$ cat src/rtl/bsg_fpu_encoder.sv
// ============================================================================
// Module   : bsg_fpu_encoder
// Purpose  : Packs an unpacked fp value into IEEE 754 binary format with
//            serial denormalization, round-to-nearest-even and overflow.
// Revision : 1.0 - initial release
// ============================================================================
`default_nettype none

module bsg_fpu_encoder #(
    parameter int e_p = 8,
    parameter int m_p = 23
) (
    input  logic                 clk_i,
    input  logic                 reset_n_i,

    input  logic                 v_i,
    output logic                 ready_o,
    input  logic                 sign_i,
    input  logic [e_p+1:0]       exp_i,
    input  logic [m_p-1:0]       man_i,
    input  logic                 guard_i,
    input  logic                 sticky_i,
    input  logic                 zero_i,
    input  logic                 nan_i,
    input  logic                 infty_i,

    output logic                 v_o,
    input  logic                 yumi_i,
    output logic [e_p+m_p:0]     z_o,
    output logic                 overflow_o,
    output logic                 underflow_o,
    output logic                 inexact_o
);

    localparam int                 c_cnt_w     = $clog2(m_p + 3);
    localparam logic [e_p+2:0]     c_shift_max = (e_p + 3)'(m_p + 2);
    localparam logic [e_p+2:0]     c_exp_max   = (e_p + 3)'((1 << e_p) - 1);
    localparam logic [e_p+m_p:0]   c_qnan      = {1'b0, {e_p{1'b1}}, 1'b1, {(m_p-1){1'b0}}};

    typedef enum logic [1:0] {
        IDLE  = 2'd0,
        SHIFT = 2'd1,
        ROUND = 2'd2,
        DONE  = 2'd3
    } state_t;

    state_t                r_state;
    logic                  r_sign;
    logic [m_p:0]          r_sig;
    logic                  r_g;
    logic                  r_s;
    logic [e_p+1:0]        r_e;
    logic [c_cnt_w-1:0]    r_cnt;
    logic [e_p+m_p:0]      r_z;
    logic                  r_overflow;
    logic                  r_underflow;
    logic                  r_inexact;

    logic                  w_exp_pos;
    logic [e_p+2:0]        w_shamt;
    logic [c_cnt_w-1:0]    w_cnt_init;
    logic                  w_inc;
    logic [m_p+1:0]        w_sum;
    logic                  w_is_denorm;
    logic [e_p+2:0]        w_e_rnd;
    logic                  w_ovf;
    logic                  w_lost;

    assign ready_o     = (r_state == IDLE);
    assign v_o         = (r_state == DONE);
    assign z_o         = r_z;
    assign overflow_o  = r_overflow;
    assign underflow_o = r_underflow;
    assign inexact_o   = r_inexact;

    // Shift distance to reach the denormal scale; capped where every bit is gone.
    always_comb begin
        w_exp_pos  = !exp_i[e_p+1] && (exp_i != '0);
        w_shamt    = (e_p + 3)'(1) - {exp_i[e_p+1], exp_i};
        w_cnt_init = (w_shamt > c_shift_max) ? c_cnt_w'(m_p + 2) : w_shamt[c_cnt_w-1:0];
    end

    // Rounding datapath. A normal carry leaves the fraction at zero and bumps
    // the exponent; a denormal carry into the hidden position yields exp field 1.
    always_comb begin
        w_inc       = r_g & (r_s | r_sig[0]);
        w_sum       = {1'b0, r_sig} + {{(m_p+1){1'b0}}, w_inc};
        w_is_denorm = (r_e == '0);
        w_lost      = r_g | r_s;
        if (w_is_denorm) begin
            w_e_rnd = {{(e_p+2){1'b0}}, w_sum[m_p]};
        end else begin
            w_e_rnd = {1'b0, r_e} + {{(e_p+2){1'b0}}, w_sum[m_p+1]};
        end
        w_ovf = (w_e_rnd >= c_exp_max);
    end

    always_ff @(posedge clk_i or negedge reset_n_i) begin
        if (!reset_n_i) begin
            r_state     <= IDLE;
            r_sign      <= 1'b0;
            r_sig       <= '0;
            r_g         <= 1'b0;
            r_s         <= 1'b0;
            r_e         <= '0;
            r_cnt       <= '0;
            r_z         <= '0;
            r_overflow  <= 1'b0;
            r_underflow <= 1'b0;
            r_inexact   <= 1'b0;
        end else begin
            case (r_state)
                IDLE: begin
                    if (v_i) begin
                        r_sign      <= sign_i;
                        r_overflow  <= 1'b0;
                        r_underflow <= 1'b0;
                        r_inexact   <= 1'b0;
                        if (nan_i) begin
                            r_z     <= c_qnan;
                            r_state <= DONE;
                        end else if (infty_i) begin
                            r_z     <= {sign_i, {e_p{1'b1}}, {m_p{1'b0}}};
                            r_state <= DONE;
                        end else if (zero_i) begin
                            r_z     <= {sign_i, {(e_p+m_p){1'b0}}};
                            r_state <= DONE;
                        end else if (w_exp_pos) begin
                            r_sig   <= {1'b1, man_i};
                            r_g     <= guard_i;
                            r_s     <= sticky_i;
                            r_e     <= exp_i;
                            r_state <= ROUND;
                        end else begin
                            r_sig   <= {1'b1, man_i};
                            r_g     <= guard_i;
                            r_s     <= sticky_i;
                            r_e     <= '0;
                            r_cnt   <= w_cnt_init;
                            r_state <= SHIFT;
                        end
                    end
                end

                SHIFT: begin
                    r_s   <= r_s | r_g;
                    r_g   <= r_sig[0];
                    r_sig <= r_sig >> 1;
                    r_cnt <= r_cnt - c_cnt_w'(1);
                    if (r_cnt == c_cnt_w'(1)) begin
                        r_state <= ROUND;
                    end
                end

                ROUND: begin
                    if (w_ovf) begin
                        r_z <= {r_sign, {e_p{1'b1}}, {m_p{1'b0}}};
                    end else begin
                        r_z <= {r_sign, w_e_rnd[e_p-1:0], w_sum[m_p-1:0]};
                    end
                    r_overflow  <= w_ovf;
                    r_inexact   <= w_ovf | w_lost;
                    r_underflow <= w_is_denorm & w_lost;
                    r_state     <= DONE;
                end

                DONE: begin
                    if (yumi_i) begin
                        r_state <= IDLE;
                    end
                end

                default: r_state <= IDLE;
            endcase
        end
    end

endmodule

`default_nettype wire

$ cat config.mk
export PLATFORM = sky130hd
export DESIGN_NAME = bsg_fpu_encoder
export DESIGN_NICKNAME = d
export VERILOG_FILES = /design/src/rtl/bsg_fpu_encoder.sv
export SDC_FILE = /design/constraint.sdc
export NUM_CORES = 1
export LEC_CHECK = 0
export BUFFER_PORTS_ARGS = -buffer_cell sky130_fd_sc_hd__buf_2
export CORE_ASPECT_RATIO = 0.6
export CORE_MARGIN = 5
export CORE_UTILIZATION = 48
export CTS_BUF_LIST = sky130_fd_sc_hd__clkbuf_4 sky130_fd_sc_hd__clkbuf_8
export DETAILED_ROUTE_END_ITERATION = 12
export GPL_TIMING_DRIVEN = 0
export PLACE_DENSITY = 0.67
export SYNTH_ARGS = -nofsm -noshare
export SYNTH_HDL_FRONTEND = slang
export SYNTH_SLANG_ARGS = --single-unit
$ cat constraint.sdc
create_clock -name clk_i -period 8 [get_ports clk_i]
set_clock_uncertainty 0.05 [all_clocks]
set_input_delay 1.6 -clock clk_i [delete_from_list [all_inputs] [get_ports clk_i]]
set_output_delay 1.6 -clock clk_i [all_outputs]
set_load 0.02 [all_outputs]
==> summary.md, run 1 <==
| Metric | Value |
|---|---|
| Post-Synthesis Cells | `slightly above 500` |
| Critical Path End Type | `flop` |
| Worst EP arrival | `~4.5 ns` |
| Final setup fails | `0` |
| Initial antenna violation count | `0` |
| Hold Path Depth | `2` |
| TritonRoute pass-1 iters | `5` |
| Cell Chain, Critical Path | `o21a_1 > ha_1 > ha_1 > nand3_1 > nor2_1 > nand3_1 > nor4_1 > ha_1 > ha_1 > nand3_1 > nor3_1 > mux2i_1 > a31o_2 > clkbuf_1 > buf_2 > o31ai_1` |
| Gpl congestion | `slightly above 0.8` |
| Reg2Reg Setup Slack | `~3.7 ns` |
| Routed vias/inst | `approximately 5.6` |
| Post-route minimum period | `between 4 and 5 ns` |
| Critical path launch point type | `flop` |
| Num CTS Buffers | `9` |
| Post_cts resized | `0` |
| Number of flops mapped to enable cells by yosys | `0` |
| Die H | `85.6 um` |
| Final nets | `around 650` |
| M3 GR Usage | `between 6 and 7%` |
| Tot GR Track Use | `between 20% and 30%` |
| Synth Register Bits | `about 80` |
| Area growth, synth to finish | `18.0%` |
| Num rows | `27` |
| Worst-margin pin slew | `roughly 0.71 ns` |
| Complex-gate fraction of the synthesized area | `between 10% and 20%` |
| Slowest stage delay, CP | `~0.45 ns` |
| Setup Slack @ Placement | `3.68 ns` |
| Layout cells sized above 1 | `between 20% and 30%` |
| Setup_tns | `0 ns` |
| Overflow after GRT | `0` |
| DR WL/cell | `roughly 17 um` |
| Via count | `about 4100` |
| Synth Area in Simple Gates | `between 10% and 20%` |
| R2r worst-path depth | `16` |
| Power Density | `approximately 380 mW/mm^2` |
| RSZ-0062 raised after global routing | `no` |
| Dpl hpwl | `about 9.6 mm` |
| Worst-skew pair later-pin latency | `roughly 0.36 ns` |
| CTS tree | `yes` |
| Diode count | `0` |
| Post-Synth Adder-Cell Area | `under 10%` |
| Synth Cell Area | `between 0.004 and 0.005 mm^2` |
| Seq/Total Area, Yosys | `43.2%` |
| Synth warnings | `0` |
| Clock transition at path regs | `~0.08 ns` |
| Syn_area_per_cell | `approximately 9.1 um^2` |
| Post-synthesis async set-or-reset flop share | `100%` |
| Final Hold Fails | `0` |
| Initial Util | `between 40% and 50%` |
| Largest family of logic cells by synthesized area | `simple AND/OR/NAND/NOR gates` |
| Ports | `80` |
| Routed wire length | `around 12 mm` |
| Slew headroom | `52.7%` |
| DR iter-0 viols | `360` |
| CP dominant cell by count | `ha_1` |
| Die area | `around 0.012 mm^2` |
| Final design utilization | `about three fifths` |
| Final setup margin | `about 3.7 ns` |
| # DRC | `0` |
| Largest net degree at the start of global routing | `51` |
| Die Wd | `between 100 and 150 um` |
| Hold WS | `approximately 0.43 ns` |
| First-pass GRT wire length | `19.9 mm` |
| Max-Cap Viols | `0` |
| CP Class | `flop to flop` |
| Clk root buf | `clkbuf_8` |
| Post-synthesis xor/xnor area fraction | `~5.7%` |
| Max FO, Critical Path | `10` |
| Met1 GRT Util | `34.8%` |
| Req. time, crit path | `8.17 ns` |
| H-tree levels | `3` |
| # clock sinks | `between 70 and 80` |
| Post-route ant nets | `0` |
| Synth unique cells | `between 60 and 70` |
| Slew Limit Fails | `0` |
| Multiplexer share of the synthesized area | `6.15%` |
| Hold-fix buffers, CTS | `0` |
| Port-buffer cells | `between 70 and 80` |
| Run status | `finished clean` |
| Worst Hold Class | `flop to flop` |
| # Post-CTS Setup Buffers | `0` |
| CTS Buffer Depth | `2` |
| CP max stage cell | `nor4_1` |
| Core area | `0.00922 mm^2` |
| Pleak | `between 0.002 and 0.0025 uW` |
| Mapped Nets | `between 500 and 600` |
| Dominant synthesized flop cell | `dfrtp_1` |
| Final period util | `between 50% and 60%` |
| GRT busiest layer | `met1` |
| GRT met2 Usage | `between 20 and 30%` |
| Pwr Total | `2070 uW` |
| Peak supply drop | `between 200 and 250 uV` |
| Number of global-route vias before repair | `3842` |
| Max frequency | `between 200 and 250 MHz` |
cells in the final DEF, fill, tap and decap left out, drive strengths merged, types with 2 or more instances in the layout:
| cell | synthesis | routed |
|---|---|---|
| and4 | 2 | 2 |
| xor2 | 14 | 14 |
| and2 | 2 | 2 |
| o21a | 3 | 3 |
| nor2 | 19 | 19 |
| a31o | 4 | 4 |
| o21ai | 34 | 34 |
| nand4 | 6 | 6 |
| ha | 12 | 12 |
| nand2 | 95 | 95 |
| o22ai | 3 | 3 |
| a41o | 2 | 2 |
| o221ai | 2 | 2 |
| a22oi | 2 | 2 |
| clkbuf | 19 | 29 |
| a21oi | 10 | 10 |
| a211o | 2 | 2 |
| bufinv | 0 | 3 |
| mux2i | 27 | 27 |
| a21o | 3 | 3 |
| and3 | 4 | 4 |
| a31oi | 6 | 6 |
| inv | 21 | 21 |
| nor4 | 9 | 9 |
| o211ai | 6 | 6 |
| buf | 9 | 87 |
| dfrtp | 79 | 79 |
| nor3 | 8 | 8 |
| or2 | 3 | 3 |
| o31ai | 25 | 25 |
| nand3 | 29 | 29 |
| nand2b | 2 | 2 |
| or3 | 2 | 2 |
| clkinv | 0 | 2 |
| xnor2 | 16 | 16 |
state kept, by name (all words and copies together) (netlist names):
register / count
z_o: 32
r_sig: 24
r_e: 10
r_cnt: 5
r_state: 2
inexact_o: 1
overflow_o: 1
r_g: 1
r_s: 1
r_sign: 1
underflow_o: 1
worst max-delay path, delay by kind of cell (launching register included):
kind            cells  cell delay, ns
compound gates      3            0.43
mux                 1            0.40
simple gates        6            1.29
buf+inv             2            0.59
flops               1            0.42
fa+ha+maj           4            0.98
metrics by stage:
step | instance area [um^2] | std cells
6_report | 5400 | 727
5_1_grt | 5400 | 727
4_1_cts | 5400 | 727
3_5_place_dp | 5150 | 711
3_3_place_gp | 5120 | 710
2_1_floorplan | 4580 | 503
cells by family (layout without fill, tap and decap cells):
kind of cell	after synthesis	count (layout)
muxes	28	28
xor gates and xnor gates	30	30
buffers and inverters	50	144
AOI/OAI and AO/OA	113	113
and+or+nand+nor	191	191
adders and majority gates	12	12
DFF	79	79
power by group:
group,leakage [uW],switching (uW),internal (uW)
Sequential,0.00101,179,568
Combinational,0.00135,594,364
Clock,0.000122,149,215
Total,0.00248,922,1150
worst paths after layout:
check                               start       end
max in group asynchronous       reset_n_i   z_o[12]
min in group asynchronous       reset_n_i  r_sig[7]
worst min-delay path              z_o[18]   z_o[18]
worst max-delay path                  r_g   z_o[17]
worst max register to register        r_g   z_o[17]
worst min register to register    z_o[18]   z_o[18]
layout make-up:
class	count	area, um^2
plain buffers	29	143
clock buffers	10	138
clock inverters	6	108
fillers	834	3820
inverters	21	78.8
multi-input cells	374	2380
flip-flops and latches	79	1980
well taps	130	163
repair buffers	78	415
cell usage after synthesis, types with 3 or more instances:
cell type | number | share of area (%)
nand2_1 | 95 | 7.8
dfrtp_1 | 79 | 43
o21ai_0 | 33 | 3.6
nand3_1 | 29 | 3.2
mux2i_1 | 27 | 5.9
o31ai_1 | 25 | 4.1
inv_1 | 21 | 1.7
nor2_1 | 19 | 1.6
clkbuf_1 | 17 | 1.4
xnor2_1 | 16 | 3.1
xor2_1 | 14 | 2.7
ha_1 | 12 | 3.3
a21oi_1 | 10 | 1.1
nor3_1 | 8 | 0.87
buf_2 | 7 | 0.77
nor4_1 | 7 | 0.96
a31oi_1 | 6 | 0.82
nand4_1 | 6 | 0.82
o211ai_1 | 6 | 0.98
and3_1 | 3 | 0.41
o21a_1 | 3 | 0.49
o22ai_1 | 3 | 0.41
or2_2 | 3 | 0.41
per-layer routing:
metal,vias to the layer above,part of all wire (%)
li1,1983,-
met1,1917,52
met2,136,38
met3,15,8.3
met4,0,1.1
met5,-,0
No activity file was read; power rests on OpenSTA's default activity.
==> run 2, diff against run 1 <==
ABC_AREA = 1   (was default)
PLACE_DENSITY = 0.69   (was 0.67)
clock period = 3.7 ns   (was 8 ns; I/O delays follow)
==> summary.md, run 2 <==
| Metric | Value |
|---|---|
| Tot GR Track Use | `23.4% (+1.7 points)` |
| Slowest stage delay, CP | `0.38 ns (-0.07 ns)` |
| # DRC | `0 (unchanged)` |
| Number of flops mapped to enable cells by yosys | `0 (unchanged)` |
| Critical path launch point type | `flop` |
| Max-Cap Viols | `0 (unchanged)` |
| Final Non-Filler Cells | `890 (+22%)` |
| Synth unique cells | `40 (-38%)` |
| Req. time, crit path | `3.92 ns (-4.25 ns)` |
| CP Class | `flop to flop` |
| Final nets | `805 (+24%)` |
| Clk root buf | `clkbuf_8` |
| Diode count | `0 (unchanged)` |
| Pwr Total | `5030 uW (+140%)` |
| Largest net degree at the start of global routing | `52 (+2.0%)` |
| Top post-synthesis cells by area | `dfrtp_1 (41%), nand2_1 (14%), inv_1 (5.8%)` |
| Synth Cell Area | `0.00482 mm^2 (+5.3%)` |
| Post-synthesis async set-or-reset flop share | `100% (unchanged)` |
| Post-route minimum period | `3.51 ns (-0.794 ns)` |
| Crit-path leading delay family | `simple AND/OR/NAND/NOR gates` |
| Max frequency | `285 MHz (+23%)` |
| Dpl hpwl | `10.4 mm (+8.4%)` |
| Area growth, synth to finish | `24.9%` |
| # clock sinks | `79 (unchanged)` |
| Worst path bufs/invs | `3 (+1)` |
| Initial Util | `48.9% (-0.68 points)` |
| Num rows | `28 (+3.7%)` |
| Port-buffer cells | `79 (+2.6%)` |
| Mapped Nets | `689 (+23%)` |
| Routed vias/inst | `5.25 (-5.7%)` |
| Synth Register Bits | `79 (unchanged)` |
| Worst-margin pin slew | `0.628 ns (-0.0785 ns)` |
| Hold-fix buffers, CTS | `0 (unchanged)` |
| CTS tree | `yes` |
| H-tree levels | `3 (unchanged)` |
| Slew headroom | `57.8% (+5.1 points)` |
| Synth area leader | `dfrtp_1` |
| Hold WS | `0.256 ns (-0.171 ns)` |
| Gpl congestion | `0.921 (+11%)` |
| Synth warnings | `0 (unchanged)` |
| Top cell type's share of synthesized area | `41.0% (-2.2 points)` |
| Commonest non-fill, non-tap cells in the layout | `nand2_1 (174), buf_2 (81), dfrtp_1 (79), inv_1 (72), nor2_1 (57)` |
| Power Density | `836 mW/mm^2 (+120%)` |
| Run status | `finished clean` |
| TritonRoute pass-1 iters | `5 (unchanged)` |
| Ports | `80 (unchanged)` |
| Num CTS Buffers | `9 (unchanged)` |
| Pleak | `0.00301 uW (+22%)` |
| Synth top cells by count | `nand2_1 (182), dfrtp_1 (79), inv_1 (75), nor2_1 (67), o21ai_0 (41)` |
| Syn_area_per_cell | `7.60 um^2 (-16%)` |
| Post-route ant nets | `0 (unchanged)` |
| Most common cell in the netlist | `nand2_1` |
| Worst-skew pair later-pin latency | `0.37 ns (about the same)` |
| Worst EP arrival | `3.73 ns (-0.75 ns)` |
| Dominant synthesized flop cell | `dfrtp_1` |
| Worst Hold Class | `input port to async pin` |
| Routed wire length | `14.2 mm (+16%)` |
| Placed cells | `849 (+19%)` |
| Seq/Total Area, Yosys | `41.0% (-2.2 points)` |
| Final setup fails | `0 (unchanged)` |
| Final Hold Fails | `0 (unchanged)` |
| Final period util | `94.8% (+41 points)` |
| Die area | `0.0122 mm^2 (+4.8%)` |
| Die Wd | `139 um (+2.4%)` |
| Layout cells sized above 1 | `27.2% (+6.7 points)` |
| Most common cell after layout, fill and taps aside | `nand2_1` |
| Core area | `0.00984 mm^2 (+6.7%)` |
| CP dominant cell by count | `nand2_1` |
| Overflow after GRT | `0 (unchanged)` |
| Peak supply drop | `365 uV (+65%)` |
| Die H | `87.6 um (+2.3%)` |
| CP max stage cell | `dfrtp_1` |
| First-pass GRT wire length | `22.6 mm (+14%)` |
| Critical Path End Type | `flop` |
| Max FO, Critical Path | `6 (-4)` |
| Initial antenna violation count | `0 (unchanged)` |
| DR iter-0 viols | `286 (-21%)` |
| DR WL/cell | `15.9 um (-5.1%)` |
| CTS Buffer Depth | `2 (unchanged)` |
| Max reg flops | `32 (unchanged)` |
| Clock transition at path regs | `0.09 ns (about the same)` |
| Via count | `4676 (+15%)` |
| Final design utilization | `61.1% (+2.6 points)` |
| Slew Limit Fails | `0 (unchanged)` |
| Post-Synthesis Cells | `634 (+26%)` |
| Number of global-route vias before repair | `4553 (+19%)` |
## run 2: changes by cell type in the layout (fill, tap and decap cells not counted), moves of 8 or more
cell	before	now
o211ai_1	6	16
clkbuf_1	17	7
a31oi_2	0	8
nor2_1	19	57
nor2_2	0	15
o31ai_1	25	4
nand3_1	29	38
inv_1	21	72
mux2i_1	27	0
o21ai_2	0	12
nand2_1	95	174
xnor2_1	16	3
buf_4	1	24
## run 2: timing repair
| item | 4_1_cts | 5_1_grt |
|---|---|---|
| setup endpoints to repair | 33 | 33 |
| gates resized for setup | 28 | 26 |
| gates cloned | 2 | 0 |
| setup buffers | 18 | 5 |
| pin swaps | 11 | 16 |
## run 2: cell families (layout without fill, tap and decap cells)
group,count (synthesis),count (layout),synth area share [%]
simple gates,325,326,28.9
compound gates,106,106,15.3
buf+inv,95,215,8.49
flops,79,79,41.0
xor+xnor,16,16,2.91
fa+ha+maj,12,12,3.12
mux,1,1,0.234
## run 2: final timing paths
check,start,end,slack (ns),cells after the start
max,r_sig[0],z_o[2],0.19,26
min,reset_n_i,r_sig[21],0.26,1
max reg2reg,r_sig[0],z_o[2],0.19,26
min reg2reg,z_o[18],z_o[18],0.43,2
max in group asynchronous,reset_n_i,r_sig[3],2.76,2
min in group clk_i,z_o[18],z_o[18],0.43,2
## run 2: worst reg2reg max path, stage by stage, from the launching register on
cell and delay, ns:
dfrtp_1 0.38, inv_2 0.06, a21oi_2 0.16, ha_2 0.23, ha_4 0.15, nand2_2 0.06
nor2_2 0.14, nand2_2 0.09, nor2_4 0.12, nand2_4 0.08, nor2_4 0.13, nand3_4 0.09
nor3_4 0.15, ha_2 0.24, ha_4 0.15, nand2_4 0.07, o21ai_2 0.11, nand2_1 0.06
nor2_2 0.16, nand2_1 0.08, nor2_2 0.12, nand2_2 0.09, nand3_4 0.17, buf_6 0.12
inv_2 0.04, nand2_1 0.05, nand2_1 0.05
## run 2: power breakdown
group	switching [uW]	total, uW	internal, uW
Clock	348	739	391
Combinational	1700	2670	964
Sequential	367	1630	1260
## run 2: area by class of cell
type	count	area [um^2]
Fill cell	887	3830
Multi-Input combinational cell	461	2600
Sequential cell	79	1980
Timing Repair Buffer	104	633
Inverter	78	295
Tap cell	135	169
Clock buffer	10	131
Buffer	17	120
Clock inverter	6	92.6
## run 2: metal layers
layer | vias to the layer above | global-route usage [%] | part of all wire, %
met4 | 0 | 5.77 | 1.1
li1 | 2287 | - | -
met2 | 163 | 34.7 | 42
met1 | 2209 | 34.8 | 50
met3 | 17 | 5.51 | 7.3
met5 | - | 0 | 0
## run 2: through the flow
| step | cell area (um^2) | worst slack, ns | TNS [ns] |
|---|---|---|---|
| 6_report | 6020 | 0.192 | 0 |
| 3_5_place_dp | 5410 | -0.416 | -11.50 |
| 4_1_cts | 5890 | -0.00223 | -0.00223 |
| 5_1_grt | 6020 | -0.0304 | -0.0926 |
| 2_1_floorplan | 4820 | 0.492 | 0 |
| 3_3_place_gp | 5380 | -0.330 | -8.78 |
